$ cat src/rtl/core_writeback_arbiter.sv
`default_nettype none
// ============================================================================
// core_writeback_arbiter : routes ALU A to write port A, and ALU B plus three
// buffered single-issue units (mul, ldst, branch) to write port B.
// Revision 1.0
// ============================================================================

module core_writeback_arbiter (
  input  logic        clk,
  input  logic        rst_n,
  input  logic        alu_a_valid,
  input  logic [3:0]  alu_a_rd,
  input  logic [31:0] alu_a_value,
  input  logic        alu_b_valid,
  input  logic [3:0]  alu_b_rd,
  input  logic [31:0] alu_b_value,
  input  logic        mul_valid,
  input  logic [3:0]  mul_rd,
  input  logic [31:0] mul_value,
  input  logic        ldst_valid,
  input  logic [3:0]  ldst_rd,
  input  logic [31:0] ldst_value,
  input  logic        branch_valid,
  input  logic [3:0]  branch_rd,
  input  logic [31:0] branch_value,
  output logic        wb_stall_mul,
  output logic        wb_stall_ldst,
  output logic        wb_stall_branch,
  output logic        wr_en_a,
  output logic [3:0]  wr_r_a,
  output logic [31:0] wr_value_a,
  output logic        wr_en_b,
  output logic [3:0]  wr_r_b,
  output logic [31:0] wr_value_b,
  output logic [15:0] wb_pending
);

  localparam int         c_num_units  = 3;
  localparam logic [1:0] c_ptr_mul    = 2'd0;
  localparam logic [1:0] c_ptr_ldst   = 2'd1;
  localparam logic [1:0] c_ptr_branch = 2'd2;

  // Unit index 0 = mul, 1 = ldst, 2 = branch throughout.
  logic [2:0]  w_unit_valid;
  logic [3:0]  w_unit_rd    [c_num_units];
  logic [31:0] w_unit_value [c_num_units];

  logic [2:0]  r_buf_valid;
  logic [3:0]  r_buf_rd     [c_num_units];
  logic [31:0] r_buf_value  [c_num_units];
  logic [1:0]  r_rr_ptr;

  logic [2:0]  w_grant;
  logic [2:0]  w_stall;
  logic [3:0]  w_grant_rd;
  logic [31:0] w_grant_value;

  assign w_unit_valid    = {branch_valid, ldst_valid, mul_valid};
  assign w_unit_rd[0]    = mul_rd;
  assign w_unit_rd[1]    = ldst_rd;
  assign w_unit_rd[2]    = branch_rd;
  assign w_unit_value[0] = mul_value;
  assign w_unit_value[1] = ldst_value;
  assign w_unit_value[2] = branch_value;

  // ALU B owns port B outright; buffers only compete when it is idle.
  always_comb begin
    w_grant = 3'b000;
    if (!alu_b_valid) begin
      case (r_rr_ptr)
        c_ptr_mul: begin
          if      (r_buf_valid[0]) w_grant = 3'b001;
          else if (r_buf_valid[1]) w_grant = 3'b010;
          else if (r_buf_valid[2]) w_grant = 3'b100;
        end
        c_ptr_ldst: begin
          if      (r_buf_valid[1]) w_grant = 3'b010;
          else if (r_buf_valid[2]) w_grant = 3'b100;
          else if (r_buf_valid[0]) w_grant = 3'b001;
        end
        default: begin
          if      (r_buf_valid[2]) w_grant = 3'b100;
          else if (r_buf_valid[0]) w_grant = 3'b001;
          else if (r_buf_valid[1]) w_grant = 3'b010;
        end
      endcase
    end
  end

  always_comb begin
    w_grant_rd    = r_buf_rd[2];
    w_grant_value = r_buf_value[2];
    if (w_grant[0]) begin
      w_grant_rd    = r_buf_rd[0];
      w_grant_value = r_buf_value[0];
    end else if (w_grant[1]) begin
      w_grant_rd    = r_buf_rd[1];
      w_grant_value = r_buf_value[1];
    end
  end

  assign w_stall         = r_buf_valid & ~w_grant;
  assign wb_stall_mul    = w_stall[0];
  assign wb_stall_ldst   = w_stall[1];
  assign wb_stall_branch = w_stall[2];

  always_comb begin
    wb_pending = 16'h0000;
    for (int i = 0; i < c_num_units; i++) begin
      if (r_buf_valid[i]) wb_pending = wb_pending | (16'h0001 << r_buf_rd[i]);
    end
  end

  always_ff @(posedge clk or negedge rst_n) begin
    if (!rst_n) begin
      wr_en_a    <= 1'b0;
      wr_r_a     <= 4'd0;
      wr_value_a <= 32'd0;
    end else begin
      wr_en_a    <= alu_a_valid;
      wr_r_a     <= alu_a_rd;
      wr_value_a <= alu_a_value;
    end
  end

  always_ff @(posedge clk or negedge rst_n) begin
    if (!rst_n) begin
      wr_en_b    <= 1'b0;
      wr_r_b     <= 4'd0;
      wr_value_b <= 32'd0;
      r_rr_ptr   <= c_ptr_mul;
    end else if (alu_b_valid) begin
      wr_en_b    <= 1'b1;
      wr_r_b     <= alu_b_rd;
      wr_value_b <= alu_b_value;
    end else if (|w_grant) begin
      wr_en_b    <= 1'b1;
      wr_r_b     <= w_grant_rd;
      wr_value_b <= w_grant_value;
      r_rr_ptr   <= w_grant[0] ? c_ptr_ldst :
                    w_grant[1] ? c_ptr_branch : c_ptr_mul;
    end else begin
      wr_en_b    <= 1'b0;
    end
  end

  // A pulse while stalled matches neither branch, so the result is dropped.
  always_ff @(posedge clk or negedge rst_n) begin
    if (!rst_n) begin
      r_buf_valid <= 3'b000;
      for (int i = 0; i < c_num_units; i++) begin
        r_buf_rd[i]    <= 4'd0;
        r_buf_value[i] <= 32'd0;
      end
    end else begin
      for (int i = 0; i < c_num_units; i++) begin
        if (w_unit_valid[i] && (!r_buf_valid[i] || w_grant[i])) begin
          r_buf_valid[i] <= 1'b1;
          r_buf_rd[i]    <= w_unit_rd[i];
          r_buf_value[i] <= w_unit_value[i];
        end else if (w_grant[i]) begin
          r_buf_valid[i] <= 1'b0;
        end
      end
    end
  end

`ifndef SYNTHESIS
  for (genvar gi = 0; gi < c_num_units; gi++) begin : g_protocol_chk
    a_no_valid_while_stalled: assert property (
      @(posedge clk) disable iff (!rst_n) !(w_unit_valid[gi] && w_stall[gi]));
  end
`endif

endmodule

`default_nettype wire

$ cat config.mk
export PLATFORM = sky130hd
export DESIGN_NAME = core_writeback_arbiter
export DESIGN_NICKNAME = d
export VERILOG_FILES = /design/src/rtl/core_writeback_arbiter.sv
export SDC_FILE = /design/constraint.sdc
export NUM_CORES = 1
export LEC_CHECK = 0
export CORE_ASPECT_RATIO = 1.75
export CORE_MARGIN = 2
export CORE_UTILIZATION = 48
export CTS_BUF_LIST = sky130_fd_sc_hd__clkbuf_2
export CTS_CLUSTER_DIAMETER = 30
export DETAILED_ROUTE_END_ITERATION = 8
export PLACE_DENSITY = 0.83
export SLEW_MARGIN = 20
export SYNTH_ARGS = -nofsm -noshare
export SYNTH_HDL_FRONTEND = slang
export SYNTH_SLANG_ARGS = --single-unit
$ cat constraint.sdc
create_clock -name clk -period 2.1 [get_ports clk]
set_input_delay 0.315 -clock clk [delete_from_list [all_inputs] [get_ports clk]]
set_output_delay 0.315 -clock clk [all_outputs]
set_load 0.03 [all_outputs]
# ---- Yosys cells after proc, flatten, opt, wreduce, memory -nomap -nowiden
# Cells that the tools add are included.
# Widths: inputs -> output; s select.
dict set report totals {
  in_bits 187
  wordCells 73
  reg_bits 187
}
dict set report op_classes {
  bitwise_logic 5
  n_eq_ne 1
  shift 3
  reduce_logical 16
  n_mux 32
}
# operator n
set ops {}
lappend ops {{$mux 32} 4}
lappend ops {{$mux 16} 3}
lappend ops {{$shl 1x4->16 const A} 3}
lappend ops {{$or 16x16->16} 2}
lappend ops {{$mux 3} 7}
lappend ops {{$mux 4} 4}
lappend ops {{$mux 1} 9}
lappend ops {{$mux 2} 4}
lappend ops {{$reduce_bool 2->1} 4}
lappend ops {{$pmux 3 s2} 1}
lappend ops {{$and 3x3->3} 1}
lappend ops {{$logic_and 1x1->1} 3}
lappend ops {{$logic_not 1->1} 3}
lappend ops {{$logic_or 1x1->1} 3}
lappend ops {{$not 3->3} 1}
lappend ops {{$reduce_or 3->1} 1}
lappend ops {{$eq 2x1->1 const B} 1}
lappend ops {{$logic_not 2->1} 1}
lappend ops {{$reduce_and 2->1} 1}
lappend ops {{$not 1->1} 1}

# ---- Depth between registers and ports, before layout
# Gate-level depths: netlist of run 1.
dict set report logic_depth {
  depth_word 9
  depth_mapped 7
}

# ---- Least setup slack after synthesis of run 1
# Ideal clock, no wire load.
dict set report synth_timing {
  kind {flip-flop to output port}
  start {register r_rr_ptr[1]}
  end {output wb_stall_mul}
  path_stages_with_launch 7
  required_time_ns 1.785
  t_arrival_ns 1.559
  path_slack_ns 0.226
  n_path_buf 2
  cell_sequence {dfrtp_1 > buf_2 > nand2b_1 > a21oi_4 > clkbuf_1 > o21ai_0 > inv_1}
}
dict set report synth_between {
  elab_chain_cells 5
}
# item line_no
set synth_lines {}
lappend synth_lines {{start: declaration} 51} ;# logic [1:0] r_rr_ptr;
lappend synth_lines {{start signal: assignment} 131} ;# r_rr_ptr <= c_ptr_mul;
lappend synth_lines {{start signal: assignment} 140} ;# r_rr_ptr <= w_grant[0] ? c_ptr_ldst :
lappend synth_lines {{$eq 2x1->1 / $logic_not 2->1 (equally long branches)} 70} ;# case (r_rr_ptr)
lappend synth_lines {{$pmux 3 s2 *} 70}
lappend synth_lines {{$mux 3 *} 69} ;# if (!alu_b_valid) begin
lappend synth_lines {{$not 3->3 *} 102} ;# assign w_stall = r_buf_valid & ~w_grant;
lappend synth_lines {{$and 3x3->3 *} 102}
lappend synth_lines {{end: declaration} 26} ;# output logic wb_stall_mul,
# Every way passes the cells marked *; elsewhere a longest branch is shown, timed or not.

# ---- Worst setup path in the final report of run 1
dict set report layout_timing {
  start {register r_buf_valid[2]}
  end {output wb_pending[8]}
}
dict set report layout_between {
  elab_chain_cells 1
}
# item line_no
set layout_lines {}
lappend layout_lines {{start: declaration} 48} ;# logic [2:0] r_buf_valid;
lappend layout_lines {{start signal: assignment} 150} ;# r_buf_valid <= 3'b000;
lappend layout_lines {{start signal: indexed assignment} 158} ;# r_buf_valid[i] <= 1'b1;
lappend layout_lines {{start signal: indexed assignment} 162} ;# r_buf_valid[i] <= 1'b0;
lappend layout_lines {{$mux 16} 110} ;# if (r_buf_valid[i]) wb_pending = wb_pending | (16'h0001 << r_buf_rd[i]);
lappend layout_lines {{end: declaration} 35} ;# output logic [15:0] wb_pending
# Every way passes these cells.

==> tab_implementation.tex, run 1 <==
\begin{tabular}{lr}
\hline
Metric & Value \\
\hline
\multicolumn{2}{l}{\textbf{STA}} \\
Fin crit share & 1.16 \\
Time the final worst path needs with I/O delays and setup & around 2400 ps \\
Max-Slew Margin vs Limit & 0.443 \\
Hold Slack & around 45 ps \\
Final setup margin & -346 ps \\
Number of hold-slack violations in the final timing report & 0 \\
Slew @ Worst Pin & 835 ps \\
Setup repair after global routing missed its margin & yes \\
Final-report max-slew violation count & 0 \\
Worst clock skew & approximately 40 ps \\
Maximum clock frequency & 409 MHz \\
Setup Viol. Count Final & 19 \\
\multicolumn{2}{l}{\textbf{Clock network}} \\
Clock tree from TritonCTS & built \\
Root buffer cell & sky130\_fd\_sc\_hd\_\_clkbuf\_2 \\
Clock tree sinks & 187 \\
Clock buffers created by TritonCTS & 17 \\
Maximum buffer depth of the clock tree & 2 \\
Clk Latency, worst-skew pair & 820 ps \\
Number of H-tree levels & 4 \\
Clock transition time at the flip-flop clock pins of the worst setup and hold paths & $\sim$280 ps \\
\multicolumn{2}{l}{\textbf{Critical path}} \\
Reg-to-reg setup timing slack & approximately 90 ps \\
Family with the most delay on the worst path & flip-flops \\
Total buffers and inverters traversed by the critical path & 2 \\
Critical path launch point type & flip-flop \\
Depth of the worst register-to-register path & 7 \\
CP max FO & 6 \\
Worst reg2reg path startpoint & r\_rr\_ptr[1]\$\_DFFE\_PN0P\_ \\
Type of element capturing the critical path & output port \\
Ordered cell list for the critical path & buf\_6 -> and3b\_2 -> a22oi\_2 -> nand2\_1 -> buf\_6 \\
Reg-to-reg endpoint & r\_buf\_value[49]\$\_DFFE\_PN0P\_ \\
Crit Path Class & reg2out \\
CP Data Required Time & 1780 ps \\
Slowest stage delay, CP & 500 ps \\
Arr. time, crit path & roughly 2100 ps \\
CP max stage cell & sky130\_fd\_sc\_hd\_\_dfrtp\_2 \\
Cell repeated most along the worst path & sky130\_fd\_sc\_hd\_\_buf\_6 \\
\multicolumn{2}{l}{\textbf{Power and ir drop}} \\
Leakage Power & 5.53 nW \\
Sw Ratio & 0.424 \\
Worst ir drop on vdd & 0.000793 V \\
Final Total Pwr & 17.3 mW \\
Clock network power share & 0.121 \\
Switching power total & approximately 7.3 mW \\
Cell internal power dissipation & just under 10 mW \\
Portion of total power attributed to combinational logic & 0.509 \\
Pwr dens & $\sim$1300 nW/um\^{}2 \\
Seq pwr share & 0.369 \\
\multicolumn{2}{l}{\textbf{Logic synthesis}} \\
Most used standard cells in the synthesized netlist & sky130\_fd\_sc\_hd\_\_dfrtp\_1 (187), sky130\_fd\_sc\_hd\_\_nand2\_1 (110), sky130\_fd\_sc\_hd\_\_o211ai\_1 (71) \\
Fraction of the yosys area taken by sequential cells & 0.542 \\
Fraction of synthesis flops using an asynchronous set or reset pin & 1.00 \\
Most used DFF post-synth & sky130\_fd\_sc\_hd\_\_dfrtp\_1 \\
Top-count cell post-synth & sky130\_fd\_sc\_hd\_\_dfrtp\_1 \\
Synthesized cell area & 8630 sq um \\
Synthesis warning total & 0 \\
EDFF count, synth & 0 \\
Number of unique standard cell types used by synthesis & between 40 and 50 \\
Leading post-synthesis cells by cell area & sky130\_fd\_sc\_hd\_\_dfrtp\_1 (54\%), sky130\_fd\_sc\_hd\_\_mux2\_2 (8.1\%), sky130\_fd\_sc\_hd\_\_o211ai\_1 (6.2\%) \\
Area share of the largest cell type after synthesis & 0.542 \\
Synthesized area divided by synthesized cell count & 11.3 sq um \\
Most area-hungry cell type in the Yosys netlist & sky130\_fd\_sc\_hd\_\_dfrtp\_1 \\
Number of flip-flops and latches in the synthesized netlist & 187 \\
Number of cells produced by synthesis & around 770 \\
Post-Syn Nets & roughly 950 \\
\multicolumn{2}{l}{\textbf{Placed design}} \\
\# placed instances & approximately 1.2k \\
I/O Buffers & around 280 \\
Detail Placement HPWL & 19600 um \\
Placer congestion estimate & 0.916 \\
Worst setup timing slack at the placement stage & approximately 130 ps \\
\multicolumn{2}{l}{\textbf{Status}} \\
Run status & complete, but fails checks \\
Violations in the final reports & setup timing \\
\multicolumn{2}{l}{\textbf{Drt}} \\
First-pass DRT Iterations & 7 \\
Routed length per placed instance & between 20 and 25 um \\
Total via count in the routed design & between 8k and 9k \\
Violation count after the first detailed-routing iteration & $\sim$670 \\
Post-DRT Antenna Nets & 0 \\
Final WL & roughly 31000 um \\
Top layer in use & met4 \\
Met1 routed wirelength after detailed routing & approximately 11000 um \\
Via density per instance & 5.97 \\
Met2 wire length & $\sim$16000 um \\
DRC viols & 0 \\
Met3 Wirelength & 1880 um \\
\multicolumn{2}{l}{\textbf{Hold path}} \\
Number of cells on the worst hold path & 3 \\
Launch instance of the worst min-delay path & alu\_b\_rd[0] \\
Hold EP & wr\_r\_b[0]\$\_DFFE\_PN0P\_ \\
Worst hold path class & in2reg \\
\multicolumn{2}{l}{\textbf{Global routing}} \\
First-pass GRT wire length & between 40000 and 50000 um \\
Largest net degree at the start of global routing & 63 \\
Vias in the first global route & 8726 \\
Number of antenna violations at the first check in global routing & 4 \\
Remaining Overflow, GRT & 0 \\
Global routing usage summed across all routing layers & 0.319 \\
\multicolumn{2}{l}{\textbf{Finish}} \\
Layout cells sized above 1 & 0.227 \\
Growth of design area from synthesis to finish & 54.1\% \\
Core occupancy in the finished layout & 0.758 \\
Number of nets in the final layout & 1317 \\
Post-route non-filler standard cell count & roughly 1.4k \\
\multicolumn{2}{l}{\textbf{Floorplan}} \\
Area of the core & $\sim$18000 sq um \\
Vertical die dimension & approximately 180 um \\
Chip Width & between 100 and 150 um \\
Area of the die & $\sim$19000 sq um \\
Std-Cell Rows & 64 \\
Effective utilization at floorplan & 0.492 \\
I/O Pins & 280 \\
\multicolumn{2}{l}{\textbf{Job}} \\
Max cap viols & 0 \\
\hline
\end{tabular}
## worst min-delay path, stage by stage
cell and delay, ps:
sky130_fd_sc_hd__clkdlybuf4s50_1 400, sky130_fd_sc_hd__nand2_1 80, sky130_fd_sc_hd__a22oi_1 60
## layout make-up
type | instances | area (sq um)
repair buffers | 415 | 4080
multi-input cells | 504 | 3910
diodes | 5 | 12.5
flip-flops and latches | 187 | 4700
clock buffers | 17 | 85.1
inverters | 5 | 18.8
clock inverters | 15 | 196
well taps | 231 | 289
fillers | 1166 | 4240
## placed cells by master, fill, tap and decap left out, types with 10 or more instances in the layout
cell type / synthesis / routed
sky130_fd_sc_hd__buf_12: 0 / 11
sky130_fd_sc_hd__a221o_1: 29 / 29
sky130_fd_sc_hd__dlygate4sd2_1: 0 / 66
sky130_fd_sc_hd__nor2b_1: 28 / 21
sky130_fd_sc_hd__nand3_2: 0 / 10
sky130_fd_sc_hd__dfrtp_2: 0 / 15
sky130_fd_sc_hd__nand2_1: 110 / 108
sky130_fd_sc_hd__buf_4: 3 / 48
sky130_fd_sc_hd__buf_6: 3 / 27
sky130_fd_sc_hd__o211ai_1: 71 / 71
sky130_fd_sc_hd__a221oi_1: 19 / 19
sky130_fd_sc_hd__clkbuf_2: 2 / 20
sky130_fd_sc_hd__nand2b_1: 38 / 36
sky130_fd_sc_hd__clkdlybuf4s50_1: 0 / 183
sky130_fd_sc_hd__a32oi_1: 22 / 22
sky130_fd_sc_hd__dfrtp_1: 187 / 172
sky130_fd_sc_hd__dlygate4sd3_1: 0 / 69
sky130_fd_sc_hd__mux2_2: 62 / 62
sky130_fd_sc_hd__mux2_1: 10 / 10
sky130_fd_sc_hd__o221ai_1: 21 / 21
sky130_fd_sc_hd__and3_1: 17 / 14
## logic make-up (layout without fill, tap and decap cells)
group,Yosys count,in the layout,synth area share
buf+inv,74,452,0.0390
mux,72,72,0.0939
simple gates,235,235,0.135
other cells,0,5,0
compound gates,197,197,0.190
flops,187,187,0.542
## registers in the layout, indices dropped and copies added (netlist names)
signal,flops
wr_en_b,1
wr_r_b,4
wr_value_a,32
wr_en_a,1
r_buf_rd,12
wr_r_a,4
r_buf_valid,3
wr_value_b,32
r_buf_value,96
r_rr_ptr,2
## worst max path at each step
| stage | end | startpoint | cells past startpoint |
|---|---|---|---|
| 2_1_floorplan | wb_stall_mul | r_rr_ptr[1]$_DFFE_PN0P_ | 6 |
| 3_3_place_gp | r_buf_value[32]$_DFFE_PN0P_ | r_rr_ptr[1]$_DFFE_PN0P_ | 6 |
| 3_5_place_dp | wr_value_b[6]$_DFFE_PN0P_ | r_buf_valid[0]$_DFFE_PN0P_ | 5 |
| 4_1_cts | wb_stall_ldst | r_buf_valid[1]$_DFFE_PN0P_ | 5 |
| 5_1_grt | wb_pending[0] | r_buf_valid[2]$_DFFE_PN0P_ | 5 |
| 6_report | wb_pending[8] | r_buf_valid[2]$_DFFE_PN0P_ | 5 |
## power by group through the flow
stage               logic (mW)  clock network (mW)  registers (mW)
floorplan                 4.32                   0            6.60
global placement          7.71                   0            6.30
detailed placement        7.90                   0            6.35
CTS                       8.50                2.13            6.30
global route              9.30                2.29            6.54
finish                    8.79                2.10            6.37
## what timing repair did
| item | 4_1_cts | 5_1_grt |
|---|---|---|
| hold buffers | 68 | 1 |
| buffers inserted | 24 | 5 |
| resized for setup | 163 | 30 |
| setup endpoints to repair | 93 | 48 |
| pin swaps | 24 | 7 |
| endpoints found under the hold margin | 259 | 1 |
## metrics by stage
step	setup TNS, ps	area [sq um]
4_1_cts	-5820	13200
6_report	-5280	13300
5_1_grt	-7550	13300
3_3_place_gp	0	11800
3_5_place_dp	0	11800
2_1_floorplan	0	8630
## metal layers
metal,GRT usage,up-vias
li1,-,3594
met1,0.354,4069
met2,0.566,458
met3,0.0503,108
met4,0.194,0
met5,0,-
Power figures use the tool's default switching activity.
==> run 2: changes to the inputs <==
--- a/config.mk
+++ b/config.mk
@@ -5,6 +5,7 @@
 export SDC_FILE = /design/constraint.sdc
 export NUM_CORES = 1
 export LEC_CHECK = 0
+export ABC_CLOCK_PERIOD_IN_PS = 2100
 export CORE_ASPECT_RATIO = 1.75
 export CORE_MARGIN = 2
 export CORE_UTILIZATION = 48
==> results of run 2 <==
Final layout, timing and power as in run 1 (identical DEF).
